$ cat src/rtl/oled_spi_arbiter.sv
// rtl/oled_spi_arbiter.sv - round-robin arbiter with burst lock and write_done watchdog in front of the OLED SPI byte writer
//
// Purpose:
//   Three byte sources (0: power-up init, 1: frame-RAM refresh, 2: runtime
//   commands) share one SPI byte writer. A requester that raises req_lock
//   keeps the grant across bytes, so a page burst is never interleaved.
//   A watchdog abandons a byte whose write_done never comes back.
//
// Ports:
//   clk, rst_n        clock, asynchronous active-low reset
//   req_valid[2:0]    requester i has a byte pending
//   req_lock[2:0]     requester i keeps the grant after its current byte
//   req_dc[2:0]       dc of requester i's byte (0 command, 1 data)
//   req_data[23:0]    byte of requester i at [8i+7:8i]
//   req_ready[2:0]    one-cycle pulse: requester i's byte captured
//   req_done[2:0]     one-cycle pulse: requester i's byte finished on SPI
//   grant[2:0]        one-hot current owner, 0 when free
//   busy              a byte is in flight
//   timeout_err       one-cycle pulse on watchdog expiry
//   ena_write         one-cycle start pulse to the SPI writer
//   oled_dc, data     dc and byte presented to the SPI writer
//   write_done        SPI writer completion pulse

module oled_spi_arbiter #(
    parameter int TIMEOUT = 200_000,
    parameter int TO_W    = 18
) (
    input  logic        clk,
    input  logic        rst_n,
    input  logic [2:0]  req_valid,
    input  logic [2:0]  req_lock,
    input  logic [2:0]  req_dc,
    input  logic [23:0] req_data,
    output logic [2:0]  req_ready,
    output logic [2:0]  req_done,
    output logic [2:0]  grant,
    output logic        busy,
    output logic        timeout_err,
    output logic        ena_write,
    output logic        oled_dc,
    output logic [7:0]  data,
    input  logic        write_done
);

    typedef enum logic {
        S_IDLE = 1'b0,
        S_WAIT = 1'b1
    } state_t;

    // The counter holds the number of WAIT cycles already spent; expiry is
    // decided in the WAIT cycle that would bring it to TIMEOUT.
    localparam logic [TO_W-1:0] TO_LAST = (TIMEOUT > 0) ? TO_W'(TIMEOUT - 1) : '0;
    localparam bit              TO_EN   = (TIMEOUT > 0);

    state_t            state_q, state_d;
    logic [1:0]        ptr_q, ptr_d;
    logic [1:0]        owner_q, owner_d;
    logic              hold_q, hold_d;
    logic [TO_W-1:0]   cnt_q, cnt_d;
    logic [2:0]        grant_q, grant_d;
    logic [2:0]        req_ready_q, req_ready_d;
    logic [2:0]        req_done_q, req_done_d;
    logic              busy_q, busy_d;
    logic              timeout_err_q, timeout_err_d;
    logic              ena_write_q, ena_write_d;
    logic              oled_dc_q, oled_dc_d;
    logic [7:0]        data_q, data_d;

    function automatic logic [1:0] next_idx(input logic [1:0] idx);
        case (idx)
            2'd0:    next_idx = 2'd1;
            2'd1:    next_idx = 2'd2;
            default: next_idx = 2'd0;
        endcase
    endfunction

    function automatic logic [2:0] onehot(input logic [1:0] idx);
        case (idx)
            2'd0:    onehot = 3'b001;
            2'd1:    onehot = 3'b010;
            default: onehot = 3'b100;
        endcase
    endfunction

    function automatic logic [7:0] byte_of(input logic [23:0] bytes, input logic [1:0] idx);
        case (idx)
            2'd0:    byte_of = bytes[7:0];
            2'd1:    byte_of = bytes[15:8];
            default: byte_of = bytes[23:16];
        endcase
    endfunction

    // Round-robin scan: pointer first, then the two that follow it.
    logic [1:0] cand0, cand1, cand2;
    logic       pick_found;
    logic [1:0] pick_idx;

    always_comb begin
        cand0      = ptr_q;
        cand1      = next_idx(cand0);
        cand2      = next_idx(cand1);
        pick_found = 1'b1;
        pick_idx   = cand0;
        if (req_valid[cand0]) begin
            pick_idx = cand0;
        end else if (req_valid[cand1]) begin
            pick_idx = cand1;
        end else if (req_valid[cand2]) begin
            pick_idx = cand2;
        end else begin
            pick_found = 1'b0;
        end
    end

    logic       issue_en;
    logic [1:0] issue_idx;

    always_comb begin
        state_d       = state_q;
        ptr_d         = ptr_q;
        owner_d       = owner_q;
        hold_d        = hold_q;
        cnt_d         = cnt_q;
        grant_d       = grant_q;
        busy_d        = busy_q;
        oled_dc_d     = oled_dc_q;
        data_d        = data_q;
        ena_write_d   = 1'b0;
        req_ready_d   = 3'b000;
        req_done_d    = 3'b000;
        timeout_err_d = 1'b0;
        issue_en      = 1'b0;
        issue_idx     = owner_q;

        case (state_q)
            S_IDLE: begin
                if (hold_q) begin
                    // Locked owner: everybody else is blocked until it lets go.
                    if (req_valid[owner_q]) begin
                        issue_en  = 1'b1;
                        issue_idx = owner_q;
                    end else if (!req_lock[owner_q]) begin
                        grant_d = 3'b000;
                        hold_d  = 1'b0;
                        ptr_d   = next_idx(owner_q);
                    end
                end else if (pick_found) begin
                    issue_en  = 1'b1;
                    issue_idx = pick_idx;
                end
            end

            S_WAIT: begin
                // Completion is checked before expiry so a write_done landing on
                // the last allowed cycle still counts as success.
                if (write_done) begin
                    req_done_d = onehot(owner_q);
                    busy_d     = 1'b0;
                    state_d    = S_IDLE;
                    if (req_lock[owner_q]) begin
                        hold_d = 1'b1;
                    end else begin
                        hold_d  = 1'b0;
                        grant_d = 3'b000;
                        ptr_d   = next_idx(owner_q);
                    end
                end else if (TO_EN && (cnt_q == TO_LAST)) begin
                    timeout_err_d = 1'b1;
                    busy_d        = 1'b0;
                    state_d       = S_IDLE;
                    hold_d        = 1'b0;
                    grant_d       = 3'b000;
                    ptr_d         = next_idx(owner_q);
                end else begin
                    cnt_d = cnt_q + 1'b1;
                end
            end

            default: begin
                state_d = S_IDLE;
            end
        endcase

        if (issue_en) begin
            owner_d     = issue_idx;
            grant_d     = onehot(issue_idx);
            data_d      = byte_of(req_data, issue_idx);
            oled_dc_d   = req_dc[issue_idx];
            ena_write_d = 1'b1;
            req_ready_d = onehot(issue_idx);
            busy_d      = 1'b1;
            cnt_d       = '0;
            state_d     = S_WAIT;
        end
    end

    always_ff @(posedge clk or negedge rst_n) begin
        if (!rst_n) begin
            state_q       <= S_IDLE;
            ptr_q         <= 2'd0;
            owner_q       <= 2'd0;
            hold_q        <= 1'b0;
            cnt_q         <= '0;
            grant_q       <= 3'b000;
            req_ready_q   <= 3'b000;
            req_done_q    <= 3'b000;
            busy_q        <= 1'b0;
            timeout_err_q <= 1'b0;
            ena_write_q   <= 1'b0;
            oled_dc_q     <= 1'b1;
            data_q        <= 8'h00;
        end else begin
            state_q       <= state_d;
            ptr_q         <= ptr_d;
            owner_q       <= owner_d;
            hold_q        <= hold_d;
            cnt_q         <= cnt_d;
            grant_q       <= grant_d;
            req_ready_q   <= req_ready_d;
            req_done_q    <= req_done_d;
            busy_q        <= busy_d;
            timeout_err_q <= timeout_err_d;
            ena_write_q   <= ena_write_d;
            oled_dc_q     <= oled_dc_d;
            data_q        <= data_d;
        end
    end

    assign req_ready   = req_ready_q;
    assign req_done    = req_done_q;
    assign grant       = grant_q;
    assign busy        = busy_q;
    assign timeout_err = timeout_err_q;
    assign ena_write   = ena_write_q;
    assign oled_dc     = oled_dc_q;
    assign data        = data_q;

endmodule
$ cat config.mk
export PLATFORM = sky130hd
export DESIGN_NAME = oled_spi_arbiter
export DESIGN_NICKNAME = d
export VERILOG_FILES = /design/src/rtl/oled_spi_arbiter.sv
export SDC_FILE = /design/constraint.sdc
export NUM_CORES = 1
export LEC_CHECK = 0
export ABC_CLOCK_PERIOD_IN_PS = 2500
export BUFFER_PORTS_ARGS = -buffer_cell sky130_fd_sc_hd__buf_2
export CAP_MARGIN = 15
export CELL_PAD_IN_SITES_DETAIL_PLACEMENT = 1
export CELL_PAD_IN_SITES_GLOBAL_PLACEMENT = 1
export CORE_ASPECT_RATIO = 1.25
export CORE_MARGIN = 5
export CORE_UTILIZATION = 40
export DETAILED_ROUTE_END_ITERATION = 8
export PLACE_DENSITY_LB_ADDON = 0.1
export RECOVER_POWER = 100
export SYNTH_ARGS = -nofsm -noshare
export SYNTH_HDL_FRONTEND = slang
export SYNTH_SLANG_ARGS = --single-unit
$ cat constraint.sdc
create_clock -name clk -period 2.5 [get_ports clk]
set_clock_uncertainty 0.15 [all_clocks]
set_input_delay 0.25 -clock clk [delete_from_list [all_inputs] [get_ports clk]]
set_output_delay 0.25 -clock clk [all_outputs]
set_load 0.01 [all_outputs]
==> metrics.txt, run 1 <==
total length of routed wires=roughly 6300 µm; Reg clk slew, reported paths=0.08 ns; Util after Layout=between 40% and 50%; Max stage delay cell, worst path=sky130_fd_sc_hd__or4b_4; portion of the clock cycle consumed by the worst path in the final layout=94.7%; Synth Cell Area=2360 µm²; mean routed wirelength per cell=about 17 µm; VDD IR max=602 µV; endpoint arrival time on the critical path=between 2 and 2.5 ns; CTS tree=done; final setup TNS=0 ns; via count of the first global-routing pass=2222; core outline area=between 5000 and 6000 µm²; effective utilization at floorplan=between 40% and 50%; Post-Syn Instances=238; highest cell delay on the worst timing path=between 0.5 and 0.6 ns; Die Span Y=around 96 µm; horizontal extent of the die=around 79 µm; Yosys Warn Count=0; Sw Ratio=40.9%; clock sink total=45; time the worst path needs with I/O delays and setup=2.37 ns; antenna violations before repair=0; Final GP Congestion=roughly 0.88; data required time of the critical path=about 2.5 ns; result of the run=finished, final reports clean; Post-Syn Area per Cell=about 9.9 µm²; startpoint type of the worst setup path=register; synthesis-to-finish area growth=19.6%; fraction of registers with async set or reset after synthesis=100%; depth of the CTS H-tree=2; largest fanout of any net on the critical path=6; fill count=approximately 700; number of failing hold endpoints at the final stage=0; Diodes inserted=0; maximum clock rate=between 400 and 500 MHz; clock latency on the worst-skew pair=0.29 ns; overall global routing resource usage=18.3%; Int Power=approximately 0.0018 W; Post-Syn Nets=around 280; combinational group share of total power=between 40 and 50%; setup repair after global routing missed its margin=no; max-slew violation count=0; gr ovfl total=0; switching power of the nets=about 0.0012 W; sequential area share after synthesis=a little under half; Hold Slack=approximately 0.038 ns; Std-Cell Rows=31; placed wire-length estimate=~4800 µm; number of enable-type register cells in the synthesized netlist=0; power per unit of standard cell area=around 1100 nW/µm²; portion of total power attributed to the clock network=19.1%; flip-flop and latch area=around 1100 µm²; Starting DRT DRC Count=75; area used by multi-input combinational logic=approximately 1100 µm²; port buffer count=56; Hold Path Class=in2reg; endpoint type of the worst setup path=register; layout cells sized above 1=roughly a fifth; flops & latches, synth=45; Lkg Pwr=about 1.3 nW; total number of vias=2032; Via density=between 5 and 6; most common cell after layout, fill and taps aside=sky130_fd_sc_hd__dfrtp_1; IO Pins=57; Remaining DRCs=0; deepest clock path buffer count=2; Num CTS Buffers=5; maximum number of pins on one net before global-route repair=42; number of nets with antenna violations after routing=0; chain of cells forming the critical path=or4b_4 > nor4_4 > a21oi_2 > nor3_2 > mux2_2; commonest register cell after synthesis=sky130_fd_sc_hd__dfrtp_1; final layout net count=approximately 340; Total Die Area=7530 µm²; Setup Viol. Count Final=0; type of the worst setup path=reg2reg; count of cell types in the netlist=between 50 and 60; Reg2Reg Setup Slack=between 0.1 and 0.15 ns; wire length of the first global-routing pass=approximately 11000 µm; number of detailed-routing iterations run before antenna repair=4; clock root cell=sky130_fd_sc_hd__clkbuf_8; Worst Tran Pin Value=1.06 ns; portion of total power attributed to sequential cells=roughly 36%; number of maximum-capacitance violations=0; Slew Limit Headroom=29.3%; post-CTS setup repair buffer count=0; commonest cells after routing, fill and taps aside=44 x sky130_fd_sc_hd__dfrtp_1, 34 x sky130_fd_sc_hd__buf_2, 26 x sky130_fd_sc_hd__clkbuf_1
-- critical path, delay by kind of cell, from the launching register on --
kind,cells,cell delay (ns)
multiplexers,1,0.36
flip-flops,1,0.42
AND/OR/NAND/NOR,3,1.16
AO/OA/AOI/OAI,1,0.16
-- power groups by stage --
stage | Clock (W) | Sequential [W] | Combinational, W
2_1_floorplan | 0 | 0.00111 | 0.000924
3_3_place_gp | 0 | 0.00109 | 0.00142
3_5_place_dp | 0 | 0.00109 | 0.00146
4_1_cts | 0.000592 | 0.00108 | 0.00146
5_1_grt | 0.000637 | 0.00111 | 0.00152
6_report | 0.000577 | 0.00108 | 0.00135
-- cell type report --
type	count	area share [%]
multi-input combinational	172	40.3
sequential	45	40.0
timing repair buffer	68	11.8
clock buffer	7	3.06
tap	66	2.93
clock inverter	1	1.07
inverter	6	0.799
-- layer usage --
layer / track usage, % / up-vias / part of all wire [%]
met3: 4.68 / 8 / 4.3
li1: - / 982 / -
met4: 6.12 / 0 / 1.5
met2: 31.8 / 41 / 51
met1: 22.0 / 1001 / 43
met5: 0 / - / 0
-- state kept, by name, summed over array words and instances (netlist names), 2 cells and up --
register	cells
cand0	2
cnt_q	18
data	8
grant	3
owner_q	2
req_done	3
req_ready	3
-- Yosys cell counts, drive strengths merged (2+ instances only) --
master	instances	share of area [%]
nor4	3	1.4
a21boi	2	0.64
a2bb2oi	2	0.74
or4	3	0.96
o211ai	8	2.5
xnor2	11	4.1
a21o	2	0.64
mux2i	13	5.5
nor2b	5	1.3
and3	4	1.1
and4	2	0.74
dfrtp	44	47
nor4b	2	0.74
mux2	2	0.96
clkbuf	8	1.3
buf	7	1.6
inv	6	0.96
nand2	25	4.0
nand4	12	3.2
nor3b	2	0.64
nand3	6	1.3
or2	3	0.80
a211oi	5	1.6
o22ai	2	0.53
a21oi	4	1.0
o311ai	2	0.74
nand2b	3	0.80
nor2	22	3.5
nor3	7	1.7
o21ai	6	1.4
-- metrics by stage --
stage               cells  area [µm²]  setup WS, ns  power (W)
finish                365        2820         0.132    0.00301
floorplan             238        2360         0.251    0.00203
detailed placement    356        2730         0.146    0.00255
global route          365        2820        0.0230    0.00327
CTS                   365        2860         0.131    0.00313
global placement      356        2730         0.161    0.00251
-- kinds of logic after synthesis --
group                      after synthesis  synth area share [%]
DFF                                     45                  47.8
AOI/OAI and AO/OA                       43                  13.7
buffers and inverters                   21                  3.88
and+or+nand+nor                        102                  23.5
xor gates and xnor gates                11                  4.09
adders and majority gates                1                 0.531
muxes                                   15                  6.48
-- timing repair --
item | 4_1_cts | 5_1_grt
hold buffers | 1 | 0
resized for setup | 0 | 2
endpoints found under the setup margin | 0 | 9
endpoints found under the hold margin | 39 | 0
-- final timing paths --
path	from	endpoint	cells after the start
worst min-delay path	req_dc[2]	oled_dc$_DFFE_PN1P_	3
max in group asynchronous	rst_n	data[0]$_DFFE_PN0P_	3
worst min register to register	data[5]$_DFFE_PN0P_	data[5]$_DFFE_PN0P_	2
worst max-delay path	cnt_q[15]$_DFFE_PN0P_	cand0[0]$_DFFE_PN0P_	5
min in group asynchronous	rst_n	req_done[2]$_DFF_PN0_	2
worst max register to register	cnt_q[15]$_DFFE_PN0P_	cand0[0]$_DFFE_PN0P_	5
Note: power is estimated with default switching activity, not from simulation.
==> run 2: changes to the inputs <==
Settings changed: REMOVE_ABC_BUFFERS set to 1, TNS_END_PERCENT set to 10.
==> metrics.txt, run 2 (synthesized netlist as in run 1, its figures left out) <==
Lkg Pwr=1.27 nW (+0.84%); Final GP Congestion=0.860 (-1.8%); Largest Register=cnt_q; placed wire-length estimate=4720 µm (-1.9%); via count of the first global-routing pass=2266 (+2.0%); Reg clk slew, reported paths=0.09 ns (about the same); area used by multi-input combinational logic=1140 µm² (+0.33%); final layout net count=336 (+0.30%); depth of the CTS H-tree=2 (unchanged); wire length of the first global-routing pass=10600 µm (-2.5%); clock sink total=45 (unchanged); Std-Cell Rows=31 (unchanged); number of detailed-routing iterations run before antenna repair=4 (unchanged); mean routed wirelength per cell=16.8 µm (-3.1%); result of the run=finished, final reports clean; total number of vias=2043 (+0.54%); startpoint type of the worst setup path=register; Reg2Reg Setup Slack=0.15 ns (+0.02 ns); synthesis-to-finish area growth=20.1%; Hold Path Stages=3 (unchanged); clock latency on the worst-skew pair=0.30 ns (about the same); total length of routed wires=6150 µm (-2.8%); Diodes inserted=0 (unchanged); Slew Limit Headroom=52.0% (+23 points); Via density=5.58 (+0.27%); deepest clock path buffer count=2 (unchanged); cell count after placement=357 (+0.28%); number of failing hold endpoints at the final stage=0 (unchanged); Num CTS Buffers=5 (unchanged); maximum number of pins on one net before global-route repair=23 (-45%); layout cells sized above 1=22.0% (+1.3 points); fill count=680 (-3.0%); number of maximum-capacitance violations=0 (unchanged); Finished Cell Area=2830 µm² (+0.36%); post-route worst setup slack=0.147 ns (+0.0152 ns); horizontal extent of the die=78.6 µm (unchanged); endpoint type of the worst setup path=register; R2R cell count=5 (unchanged); overall global routing resource usage=17.8% (-0.49 points); Remaining DRCs=0 (unchanged); destination of the worst hold path=oled_dc$_DFFE_PN1P_; Hold Path Class=in2reg; number of non-filler instances in the completed layout=366 (+0.27%); CTS tree=done; reg-to-reg startpoint=cnt_q[15]$_DFFE_PN0P_; antenna violations before repair=0 (unchanged); post-placement cell area=2750 µm² (+0.73%); time the worst path needs with I/O delays and setup=2.35 ns (-0.0152 ns); Worst Tran Pin Value=0.720 ns (-0.341 ns); capture instance of the worst register-to-register path=cand0[1]$_DFFE_PN0P_; number of nets with antenna violations after routing=0 (unchanged); portion of the clock cycle consumed by the worst path in the final layout=94.1% (-0.61 points); most common cell after layout, fill and taps aside=sky130_fd_sc_hd__dfrtp_1; placement-stage worst setup slack=0.146 ns (+0.000361 ns); port buffer count=56 (unchanged); clock root cell=sky130_fd_sc_hd__clkbuf_8; gr ovfl total=0 (unchanged); final setup TNS=0 ns (unchanged); Setup Viol. Count Final=0 (unchanged); Starting DRT DRC Count=45 (-40%); max-slew violation count=0 (unchanged); core outline area=5780 µm² (unchanged); Total Die Area=7530 µm² (unchanged); data required time of the critical path=2.53 ns (about the same); flip-flop and latch area=1130 µm² (unchanged); IO Pins=57 (unchanged); type of the worst setup path=reg2reg; flip-flop count of the largest register, all copies and words added=18 (unchanged); Die Span Y=95.8 µm (unchanged); effective utilization at floorplan=40.8% (unchanged); setup repair after global routing missed its margin=no; commonest cells after routing, fill and taps aside=44 x sky130_fd_sc_hd__dfrtp_1, 35 x sky130_fd_sc_hd__buf_2, 25 x sky130_fd_sc_hd__nand2_1; largest fanout of any net on the critical path=6 (unchanged); endpoint arrival time on the critical path=2.38 ns (-0.02 ns); VDD IR max=897 µV (+49%); maximum clock rate=425 MHz (+0.65%); power per unit of standard cell area=1060 nW/µm² (-0.65%); Hold Path Origin=req_dc[2]
[run 2: per-stage QoR]
step	power (W)	hold slack, ns	utilization, %
after global placement	0.00253	-0.00270	47.6
after detailed placement	0.00258	0.00219	47.6
after global routing	0.00325	0.0421	48.9
after CTS	0.00309	0.0199	49.6
after floorplan	0.00195	-0.196	-
final	0.00301	0.0366	48.9
[run 2: routing by layer]
metal  vias up  GRT usage, %  wire length [µm]
met5         -             0                 0
met4         0          5.83                89
met3         8          3.56               211
met2        38          32.4              3230
met1      1013          20.9              2620
li1        984             -                 -
[run 2: layout make-up]
type / instances / area share [%]
Clock inverter: 1 / 0.177
Tap cell: 66 / 2.92
Timing Repair Buffer: 69 / 12.5
Multi-Input combinational cell: 172 / 40.3
Clock buffer: 7 / 3.41
Inverter: 6 / 0.796
Sequential cell: 45 / 39.8
[run 2: where the power goes]
group	switching, W	internal, W	leakage [nW]
Sequential	0.000137	0.000936	0.588
Combinational	0.000853	0.000578	0.632
Clock	0.000252	0.000250	0.0542
[run 2: timing repair]
action | in CTS | in global routing
buffers inserted | 0 | 0
gates resized for setup | 0 | 1
hold buffers | 1 | 0
hold endpoints to repair | 11 | 0
endpoints found under the setup margin | 0 | 4
[run 2: worst max-delay path by stage]
stage | start | endpoint | slack [ns] | depth (start not counted)
final | cnt_q[15]$_DFFE_PN0P_ | cand0[1]$_DFFE_PN0P_ | 0.15 | 5
after detailed placement | owner_q[1]$_DFFE_PN0P_ | data[7]$_DFFE_PN0P_ | 0.15 | 7
after floorplan | owner_q[1]$_DFFE_PN0P_ | data[0]$_DFFE_PN0P_ | -0.22 | 6
after CTS | state_q$_DFF_PN0_ | data[7]$_DFFE_PN0P_ | 0.13 | 6
after global placement | cnt_q[15]$_DFFE_PN0P_ | cand0[1]$_DFFE_PN0P_ | 0.20 | 5
after global routing | state_q$_DFF_PN0_ | data[4]$_DFFE_PN0P_ | 0.05 | 6
[run 2: critical path, stage by stage, from the launching register on]
cell                      delay (ns)
sky130_fd_sc_hd__dfrtp_1        0.42
sky130_fd_sc_hd__or4b_4         0.56
sky130_fd_sc_hd__nor4_4         0.33
sky130_fd_sc_hd__a21oi_2        0.15
sky130_fd_sc_hd__nor3_2         0.26
sky130_fd_sc_hd__mux2_2         0.37
